File: config.mk
export PLATFORM = sky130hd
export DESIGN_NAME = rf_path_seq_ctrl_flat
export DESIGN_NICKNAME = d
export VERILOG_FILES = /design/src/rtl/rf_path_seq_ctrl_pkg.sv /design/src/rtl/rf_path_seq_ctrl_if.sv /design/src/rtl/rf_path_seq.sv /design/src/rtl/rf_path_seq_ctrl.sv /design/src/flat_wrapper.sv
export SDC_FILE = /design/constraint.sdc
export NUM_CORES = 1
export LEC_CHECK = 0
export CORE_MARGIN = 10
export CORE_UTILIZATION = 56
export CTS_CLUSTER_SIZE = 12
export DETAILED_ROUTE_END_ITERATION = 12
export HOLD_SLACK_MARGIN = 0.1
export PLACE_DENSITY = 0.78
export SYNTH_ARGS = -nofsm -noshare
export SYNTH_HDL_FRONTEND = slang
export SYNTH_SLANG_ARGS = --single-unit
File: constraint.sdc
create_clock -name i_sys_clk -period 3.2 [get_ports i_sys_clk]
set_clock_uncertainty 0.15 [all_clocks]
set_input_delay 0.64 -clock i_sys_clk [delete_from_list [all_inputs] [get_ports i_sys_clk]]
set_output_delay 0.64 -clock i_sys_clk [all_outputs]
set_load 0.05 [all_outputs]
File: src/rtl/rf_path_seq_ctrl_pkg.sv
// Shared constants, encodings and the mode-to-pin-pattern mapping for the
// multi-channel RF path sequencer.
package rf_ctrl_pkg;

   localparam logic [4:0] IOC_VERSION = 5'h00;
   localparam logic [4:0] IOC_CH_SEL  = 5'h01;
   localparam logic [4:0] IOC_MODE    = 5'h02;
   localparam logic [4:0] IOC_RF_PIN  = 5'h03;
   localparam logic [4:0] IOC_STATUS  = 5'h04;

   localparam logic [7:0] VERSION   = 8'h02;
   localparam logic [2:0] SAFE_MASK = 3'b110;

   typedef enum logic [2:0] {
      RF_LOW_POWER = 3'b000,
      RF_BYPASS    = 3'b001,
      RF_RX_LPF    = 3'b010,
      RF_RX_HPF    = 3'b011,
      RF_TX_LPF    = 3'b100,
      RF_TX_HPF    = 3'b101,
      RF_RSVD6     = 3'b110,
      RF_RSVD7     = 3'b111
   } rf_mode_e;

   typedef enum logic [1:0] {
      DBG_NONE  = 2'b00,
      DBG_PIN   = 2'b01,
      DBG_RSVD2 = 2'b10,
      DBG_RSVD3 = 2'b11
   } dbg_e;

   typedef enum logic [1:0] {
      ST_IDLE,
      ST_SAFE,
      ST_SWITCH,
      ST_ENABLE
   } seq_state_e;

   // Reserved mode codes fall back to the low-power pattern.
   function automatic logic [7:0] mode_pattern(input logic [2:0] mode);
      logic [7:0] pat;
      case (mode)
         RF_BYPASS: pat = 8'h66;
         RF_RX_LPF: pat = 8'h9D;
         RF_RX_HPF: pat = 8'h5D;
         RF_TX_LPF: pat = 8'h6B;
         RF_TX_HPF: pat = 8'hAB;
         default:   pat = 8'h56;
      endcase
      return pat;
   endfunction

endpackage

File: src/rtl/rf_path_seq_ctrl_if.sv
// IOC register bus shared by the RF path sequencer and its host.
interface rf_path_seq_ctrl_if;
   logic [4:0] i_ioc;
   logic [7:0] i_data_in;
   logic [7:0] o_data_out;
   logic       i_cs;
   logic       i_fetch_cmd;
   logic       i_load_cmd;

   modport master (
      output i_ioc, i_data_in, i_cs, i_fetch_cmd, i_load_cmd,
      input  o_data_out
   );

   modport slave (
      input  i_ioc, i_data_in, i_cs, i_fetch_cmd, i_load_cmd,
      output o_data_out
   );
endinterface

File: src/rtl/rf_path_seq.sv
// Single-channel break-before-make sequencer: amplifiers off (SAFE), switch
// paths (SWITCH), amplifiers on (ENABLE), with a raw-pin debug override.
module rf_path_seq
   import rf_ctrl_pkg::*;
#(
   parameter int unsigned GUARD_CYC  = 4,
   parameter int unsigned SETTLE_CYC = 16
) (
   input  logic       i_sys_clk,
   input  logic       i_rst,
   input  logic       mode_wr,
   input  logic [7:0] mode_tgt,
   input  logic       dbg_on,
   input  logic [7:0] dbg_pins,
   output logic [7:0] pins,
   output logic       busy
);

   localparam int unsigned CNT_MAX = (GUARD_CYC > SETTLE_CYC) ? GUARD_CYC : SETTLE_CYC;
   localparam int unsigned CW      = $clog2(CNT_MAX + 1);

   seq_state_e    state_q, state_d;
   logic [CW-1:0] cnt_q, cnt_d;
   logic [7:0]    cur_q, cur_d;
   logic [7:0]    tgt_q, tgt_d;
   logic [7:0]    pins_q, pins_d;

   always_ff @(posedge i_sys_clk) begin
      if (i_rst) begin
         state_q <= ST_IDLE;
         cnt_q   <= '0;
         cur_q   <= mode_pattern(RF_LOW_POWER);
         tgt_q   <= mode_pattern(RF_LOW_POWER);
         pins_q  <= mode_pattern(RF_LOW_POWER);
      end else begin
         state_q <= state_d;
         cnt_q   <= cnt_d;
         cur_q   <= cur_d;
         tgt_q   <= tgt_d;
         pins_q  <= pins_d;
      end
   end

   // Pins are registered so that a restart can hold whatever switch bits are
   // being driven at that moment, whichever phase the channel was in.
   always_comb begin
      state_d = state_q;
      cnt_d   = cnt_q;
      cur_d   = cur_q;
      tgt_d   = tgt_q;
      pins_d  = pins_q;
      if (dbg_on) begin
         state_d = ST_IDLE;
         cnt_d   = '0;
         cur_d   = dbg_pins;
         tgt_d   = dbg_pins;
         pins_d  = dbg_pins;
      end else if (mode_wr && ((state_q != ST_IDLE) || (mode_tgt != cur_q))) begin
         state_d = ST_SAFE;
         cnt_d   = CW'(GUARD_CYC - 1);
         tgt_d   = mode_tgt;
         pins_d  = {pins_q[7:3], SAFE_MASK};
      end else begin
         case (state_q)
            ST_IDLE: pins_d = cur_q;
            ST_SAFE: begin
               if (cnt_q == '0) begin
                  state_d = ST_SWITCH;
                  cnt_d   = CW'(SETTLE_CYC - 1);
                  pins_d  = {tgt_q[7:3], SAFE_MASK};
               end else begin
                  cnt_d = cnt_q - 1'b1;
               end
            end
            ST_SWITCH: begin
               if (cnt_q == '0) begin
                  state_d = ST_ENABLE;
                  pins_d  = tgt_q;
                  cur_d   = tgt_q;
               end else begin
                  cnt_d = cnt_q - 1'b1;
               end
            end
            ST_ENABLE: state_d = ST_IDLE;
            default:   state_d = ST_IDLE;
         endcase
      end
   end

   assign pins = pins_q;
   assign busy = (state_q != ST_IDLE);

endmodule

File: src/rtl/rf_path_seq_ctrl.sv
// Multi-channel RF front-end controller: IOC register decode plus one
// rf_path_seq per channel. Define RF_PATH_DEBUG_EN for raw-pin debug control.
module rf_path_seq_ctrl
   import rf_ctrl_pkg::*;
#(
   parameter int unsigned N_CH       = 2,
   parameter int unsigned GUARD_CYC  = 4,
   parameter int unsigned SETTLE_CYC = 16
) (
   input  logic                i_sys_clk,
   input  logic                i_rst,
   rf_path_seq_ctrl_if.slave   bus,
   output logic [8*N_CH-1:0]   o_rf_pins,
   output logic [N_CH-1:0]     o_busy
);

   logic              rd_en, wr_en;
   logic [2:0]        ch_sel_q;
   logic [7:0]        data_out_q;
   logic [7:0]        rd_data;
   logic [8*N_CH-1:0] mode_rd;
   logic [7:0]        mode_tgt;
`ifdef RF_PATH_DEBUG_EN
   logic [8*N_CH-1:0] pin_rd;
`endif

   // Fetch wins over load when both strobes are present.
   assign rd_en    = bus.i_cs && bus.i_fetch_cmd;
   assign wr_en    = bus.i_cs && bus.i_load_cmd && !bus.i_fetch_cmd;
   assign mode_tgt = mode_pattern(bus.i_data_in[4:2]);

   always_ff @(posedge i_sys_clk) begin
      if (i_rst) begin
         ch_sel_q <= '0;
      end else if (wr_en && (bus.i_ioc == IOC_CH_SEL) && (bus.i_data_in < 8'(N_CH))) begin
         ch_sel_q <= bus.i_data_in[2:0];
      end
   end

   for (genvar k = 0; k < N_CH; k++) begin : g_ch
      logic       sel, mode_wr, dbg_on;
      logic [7:0] dbg_pins;
      logic [2:0] rf_mode_q;

      assign sel     = (ch_sel_q == 3'(k));
      assign mode_wr = wr_en && (bus.i_ioc == IOC_MODE) && sel;

      always_ff @(posedge i_sys_clk) begin
         if (i_rst) begin
            rf_mode_q <= '0;
         end else if (mode_wr) begin
            rf_mode_q <= bus.i_data_in[4:2];
         end
      end

`ifdef RF_PATH_DEBUG_EN
      logic       pin_wr;
      logic [1:0] dbg_q;
      logic [7:0] rf_pin_q;

      assign pin_wr = wr_en && (bus.i_ioc == IOC_RF_PIN) && sel;

      always_ff @(posedge i_sys_clk) begin
         if (i_rst) begin
            dbg_q    <= '0;
            rf_pin_q <= '0;
         end else begin
            if (mode_wr) dbg_q    <= bus.i_data_in[1:0];
            if (pin_wr)  rf_pin_q <= bus.i_data_in;
         end
      end

      // Use the incoming write values so debug pins appear one cycle after the write.
      assign dbg_on   = mode_wr ? (bus.i_data_in[1:0] == DBG_PIN) : (dbg_q == DBG_PIN);
      assign dbg_pins = pin_wr ? bus.i_data_in : rf_pin_q;
      assign mode_rd[8*k +: 8] = {3'b000, rf_mode_q, dbg_q};
      assign pin_rd[8*k +: 8]  = rf_pin_q;
`else
      assign dbg_on   = 1'b0;
      assign dbg_pins = '0;
      assign mode_rd[8*k +: 8] = {3'b000, rf_mode_q, 2'b00};
`endif

      rf_path_seq #(
         .GUARD_CYC  (GUARD_CYC),
         .SETTLE_CYC (SETTLE_CYC)
      ) u_seq (
         .i_sys_clk (i_sys_clk),
         .i_rst     (i_rst),
         .mode_wr   (mode_wr),
         .mode_tgt  (mode_tgt),
         .dbg_on    (dbg_on),
         .dbg_pins  (dbg_pins),
         .pins      (o_rf_pins[8*k +: 8]),
         .busy      (o_busy[k])
      );
   end

   always_comb begin
      rd_data = '0;
      case (bus.i_ioc)
         IOC_VERSION: rd_data = VERSION;
         IOC_CH_SEL:  rd_data = {5'b00000, ch_sel_q};
         IOC_MODE: begin
            for (int unsigned k = 0; k < N_CH; k++) begin
               if (ch_sel_q == 3'(k)) rd_data = mode_rd[8*k +: 8];
            end
         end
`ifdef RF_PATH_DEBUG_EN
         IOC_RF_PIN: begin
            for (int unsigned k = 0; k < N_CH; k++) begin
               if (ch_sel_q == 3'(k)) rd_data = pin_rd[8*k +: 8];
            end
         end
`endif
         IOC_STATUS:  rd_data[N_CH-1:0] = o_busy;
         default:     rd_data = '0;
      endcase
   end

   always_ff @(posedge i_sys_clk) begin
      if (i_rst) begin
         data_out_q <= '0;
      end else if (rd_en) begin
         data_out_q <= rd_data;
      end
   end

   assign bus.o_data_out = data_out_q;

endmodule

File: src/flat_wrapper.sv
// flat-port wrapper written by rule: the top's interface ports become plain ports
module rf_path_seq_ctrl_flat import rf_ctrl_pkg::*;
#(
   parameter int unsigned N_CH       = 2,
   parameter int unsigned GUARD_CYC  = 4,
   parameter int unsigned SETTLE_CYC = 16
)
  (i_sys_clk, i_rst, o_rf_pins, o_busy, bus_i_ioc, bus_i_data_in, bus_i_cs, bus_i_fetch_cmd, bus_i_load_cmd, bus_o_data_out);
  rf_path_seq_ctrl_if bus_i ();
  input  logic i_sys_clk;
  input  logic i_rst;
  output logic [8*N_CH-1:0] o_rf_pins;
  output logic [N_CH-1:0] o_busy;
  input wire logic [$bits(bus_i.i_ioc)-1:0] bus_i_ioc;
  input wire logic [$bits(bus_i.i_data_in)-1:0] bus_i_data_in;
  input wire logic [$bits(bus_i.i_cs)-1:0] bus_i_cs;
  input wire logic [$bits(bus_i.i_fetch_cmd)-1:0] bus_i_fetch_cmd;
  input wire logic [$bits(bus_i.i_load_cmd)-1:0] bus_i_load_cmd;
  output wire logic [$bits(bus_i.o_data_out)-1:0] bus_o_data_out;
  assign bus_i.i_ioc = bus_i_ioc;
  assign bus_i.i_data_in = bus_i_data_in;
  assign bus_i.i_cs = bus_i_cs;
  assign bus_i.i_fetch_cmd = bus_i_fetch_cmd;
  assign bus_i.i_load_cmd = bus_i_load_cmd;
  assign bus_o_data_out = bus_i.o_data_out;
  rf_path_seq_ctrl #(.N_CH(N_CH), .GUARD_CYC(GUARD_CYC), .SETTLE_CYC(SETTLE_CYC)) u_core (.i_sys_clk(i_sys_clk), .i_rst(i_rst), .bus(bus_i), .o_rf_pins(o_rf_pins), .o_busy(o_busy));
endmodule
==> summary.txt <==
Outcome
  • Run status: complete, no violations

Placement
  • Worst slack at placement: approximately 0.092 ns
  • Port Buffer Count: 40
  • Post-DP HPWL: 6640 um
  • RD Place Congestion: roughly 0.86

Setup path
  • FF-to-FF setup slack: 0.68 ns
  • Worst reg-to-reg path cell count: 7
  • Cell repeated most along the worst path: sky130_fd_sc_hd__inv_1
  • Cells along the critical path: inv_1, ha_1, inv_1, clkdlybuf4s50_1
  • Largest fanout on the critical path: 6
  • Worst setup path start: u_core.g_ch[1].u_seq.state_q[0]$_SDFFE_PP0P_
  • RR Startpoint: u_core.g_ch[1].u_seq.state_q[0]$_SDFFE_PP0P_
  • Slowest library cell on the worst path: sky130_fd_sc_hd__clkdlybuf4s50_1
  • Reg2Reg Capture Point: u_core.g_ch[1].u_seq.pins[7]$_SDFFE_PP0P_
  • Destination of the critical timing path: o_busy[1]
  • Critical path arrival: between 2 and 2.5 ns
  • Crit path kind: flop to output port
  • Required time at the endpoint of the critical path: approximately 2.4 ns
  • Critical path endpoint category: output port
  • Crit start category: flop
  • Largest incremental delay on the critical path: around 0.8 ns

Timing
  • Total setup violations reported at the end of the flow: 0
  • Unrepaired setup endpoints after global routing: false
  • Least-Margin Pin Slew: around 0.63 ns
  • Slew Limit Headroom: between 50% and 60%
  • Final setup margin: 0.339 ns
  • Max-slew violation count: 0
  • Shortest period the worst path allows: between 2 and 3 ns
  • Setup TNS: 0 ns
  • Count of endpoints failing hold in the final timing report: 0
  • Period utilisation layout: roughly nine tenths
  • Timing-limited maximum frequency: between 0.3 and 0.4 GHz

Route
  • Number of search-and-repair iterations in the first detailed-routing pass: 4
  • DRC viols: 0
  • Remaining number of nets flagged by the antenna check after routing: 0
  • Vias: 3325
  • Routed wire per std cell: 16.5 um
  • First DRT Iteration DRCs: about 160
  • Wirelength, routed: between 9000 and 10000 um
  • Average vias per placed instance: about 5.9

Final layout
  • Number of inserted diodes: 0
  • Total area of sequential cells: around 1400 um2
  • Leading cell type in the layout, fill and taps excluded: sky130_fd_sc_hd__dfxtp_1
  • Synthesis-to-layout area growth: 18.7%
  • Area taken by multi-input logic gates: 2060 um2
  • Ratio of cells with drive above 1 in the final layout: under 10%
  • Most frequent cells in the layout: 72 x sky130_fd_sc_hd__dfxtp_1, 63 x sky130_fd_sc_hd__nor2_1, 40 x sky130_fd_sc_hd__clkdlybuf4s50_1, 38 x sky130_fd_sc_hd__a21oi_1, 29 x sky130_fd_sc_hd__nand2_1
  • Final nets: 512
  • Number of fillers in the final layout: 524

Logic synthesis
  • Share of synthesized area occupied by flip-flops and latches: between 30% and 40%
  • Count of cell types in the netlist: 56
  • Yosys reg bits: 72
  • Synth Area per Inst: ~8.3 um2
  • Count of mapped cells out of synthesis: 449
  • Netlist Area Pre-Place: ~3700 um2
  • FFs w/ async S/R, synth: 0%
  • Number of enable flip-flop cells after synthesis: 0
  • Count of yosys warnings during synthesis: 0
  • Dominant synthesized flop cell: sky130_fd_sc_hd__dfxtp_1

GRT
  • Maximum number of pins on one net before global-route repair: 45
  • Via count of the first global-routing pass: 3263
  • GR Util All Layers: between 10% and 20%
  • Total grt overflow: 0
  • First-pass GRT wire length: approximately 15000 um
  • Antenna violations before repair: 0

Clock tree
  • Clock root buffer: sky130_fd_sc_hd__clkbuf_8
  • Clock latency on the worst-skew pair: between 0.3 and 0.4 ns
  • H-tree levels: 3
  • Cts bufs inserted: 9
  • TritonCTS clock tree: done
  • Clock-pin slew reported for the worst setup and hold paths after clock tree synthesis: approximately 0.080 ns
  • CTS-repair resized insts: 0
  • Number of buffers inserted to repair setup after CTS: 0
  • Number of sinks on the clock net: 72
  • Maximum number of buffers from clock root to sink: 2
  • Hold buffer count at cts: 0

Floorplanning
  • Initial Utilization: between 50% and 60%
  • I/O Pins: 44
  • Width of the die: slightly above 100 um
  • Die area: ~10000 um2
  • Placeable core region: roughly 6400 um2
  • Num rows: 29
  • Vertical extent of the die: 102 um

Run
  • Count of maximum capacitance violations: 0

Power
  • Lkg Pwr: approximately 1.7 nW
  • Power density normalized to cell area: between 700 and 800 nW/um2
  • Max rail drop VDD: approximately 0.00042 V

Min path
  • Type of the most critical hold path: flop to flop
cell type report:
type                    count  area share, %
multi-input cells         329           46.3
well taps                  77           2.17
repair buffers             52           12.2
clock inverters             6           2.42
inverters                  18           1.52
flip-flops and latches     72           32.5
clock buffers              10           2.88
critical path: cells and delay by family, from the launching register on:
family	cells	cell delay, ns
adder cells (fa/ha/maj)	1	0.26
buffers and inverters	3	1.04
flip-flops	1	0.42
power by group:
group | switching [mW] | internal (mW) | total (mW) | leakage [nW]
Sequential | 0.116 | 1.03 | 1.15 | 0.584
Clock | 0.338 | 0.515 | 0.853 | 0.116
Combinational | 0.939 | 0.576 | 1.51 | 0.961
Total | 1.39 | 2.12 | 3.51 | 1.66
registers in the layout, indices dropped and copies added (netlist names):
name / count
u_core.g_ch.u_seq.state_q: 4
u_core.g_ch.rf_mode_q: 6
u_core.bus.o_data_out: 5
u_core.g_ch.u_seq.cur_q: 14
u_core.ch_sel_q: 3
u_core.g_ch.u_seq.pins: 16
u_core.g_ch.u_seq.cnt_q: 10
u_core.g_ch.u_seq.tgt_q: 14
synth_stat cells (all sizes together) (2+ instances only):
cell | number | share of area, %
a211o | 4 | 0.94
a211oi | 8 | 1.7
a21o | 2 | 0.40
a21oi | 38 | 5.1
a311oi | 11 | 2.7
a31o | 2 | 0.47
a31oi | 3 | 0.90
and2 | 4 | 0.67
buf | 16 | 3.3
clkbuf | 16 | 1.6
dfxtp | 72 | 39
ha | 12 | 4.0
inv | 18 | 1.8
mux2i | 22 | 5.9
nand2 | 30 | 3.1
nand2b | 13 | 2.2
nand3 | 15 | 2.0
nand3b | 3 | 0.60
nor2 | 65 | 6.8
nor2b | 9 | 1.5
nor3 | 14 | 1.9
nor3b | 2 | 0.40
nor4b | 3 | 1.2
nor4bb | 2 | 0.54
o211ai | 6 | 1.2
o21a | 2 | 0.40
o21ai | 22 | 2.9
o22ai | 9 | 1.5
o31ai | 3 | 0.60
or2 | 2 | 0.33
or3 | 2 | 0.33
xor2 | 4 | 0.94
per-layer routing:
metal	up-vias	GRT usage, %	wire length [um]
li1	1655	-	-
met1	1590	19.7	3990
met2	74	33.0	4700
met3	6	5.72	490
met4	0	5.72	105
met5	-	0	0
per-stage QoR:
step           instance area, um2  hold slack (ns)  util (%)  total power [mW]  instances
3_5_place_dp                 4200            0.297      65.4              2.67        548
2_1_floorplan                3750            0.272         -              2.28        451
3_3_place_gp                 4200            0.284      65.4              2.64        548
5_1_grt                      4440            0.324      69.1              3.72        564
4_1_cts                      4440            0.309      69.1              3.52        564
6_report                     4440            0.309      69.1              3.51        564
cells by family after synthesis:
group           Yosys count  synth area share (%)
compound gates          118                  20.8
xor+xnor                  4                 0.937
fa+ha+maj                13                  4.28
buf+inv                  50                  6.76
flops                    72                  38.6
mux                      23                  6.19
other cells               1                 0.100
simple gates            168                  22.4
worst min path at each step:
| stage | startpoint | end | depth (start not counted) |
|---|---|---|---|
| detailed placement | u_core.g_ch[1].u_seq.cnt_q[4]$_SDFFE_PP0P_ | u_core.g_ch[1].u_seq.cnt_q[4]$_SDFFE_PP0P_ | 2 |
| global placement | u_core.g_ch[1].u_seq.cnt_q[4]$_SDFFE_PP0P_ | u_core.g_ch[1].u_seq.cnt_q[4]$_SDFFE_PP0P_ | 2 |
| global route | u_core.g_ch[1].u_seq.cnt_q[4]$_SDFFE_PP0P_ | u_core.g_ch[1].u_seq.cnt_q[4]$_SDFFE_PP0P_ | 2 |
| floorplan | u_core.g_ch[1].u_seq.cnt_q[4]$_SDFFE_PP0P_ | u_core.g_ch[1].u_seq.cnt_q[4]$_SDFFE_PP0P_ | 2 |
| CTS | u_core.g_ch[1].u_seq.cnt_q[4]$_SDFFE_PP0P_ | u_core.g_ch[1].u_seq.cnt_q[4]$_SDFFE_PP0P_ | 2 |
| finish | u_core.g_ch[1].u_seq.cnt_q[4]$_SDFFE_PP0P_ | u_core.g_ch[1].u_seq.cnt_q[4]$_SDFFE_PP0P_ | 2 |
No activity file was read; power rests on OpenSTA's default activity.
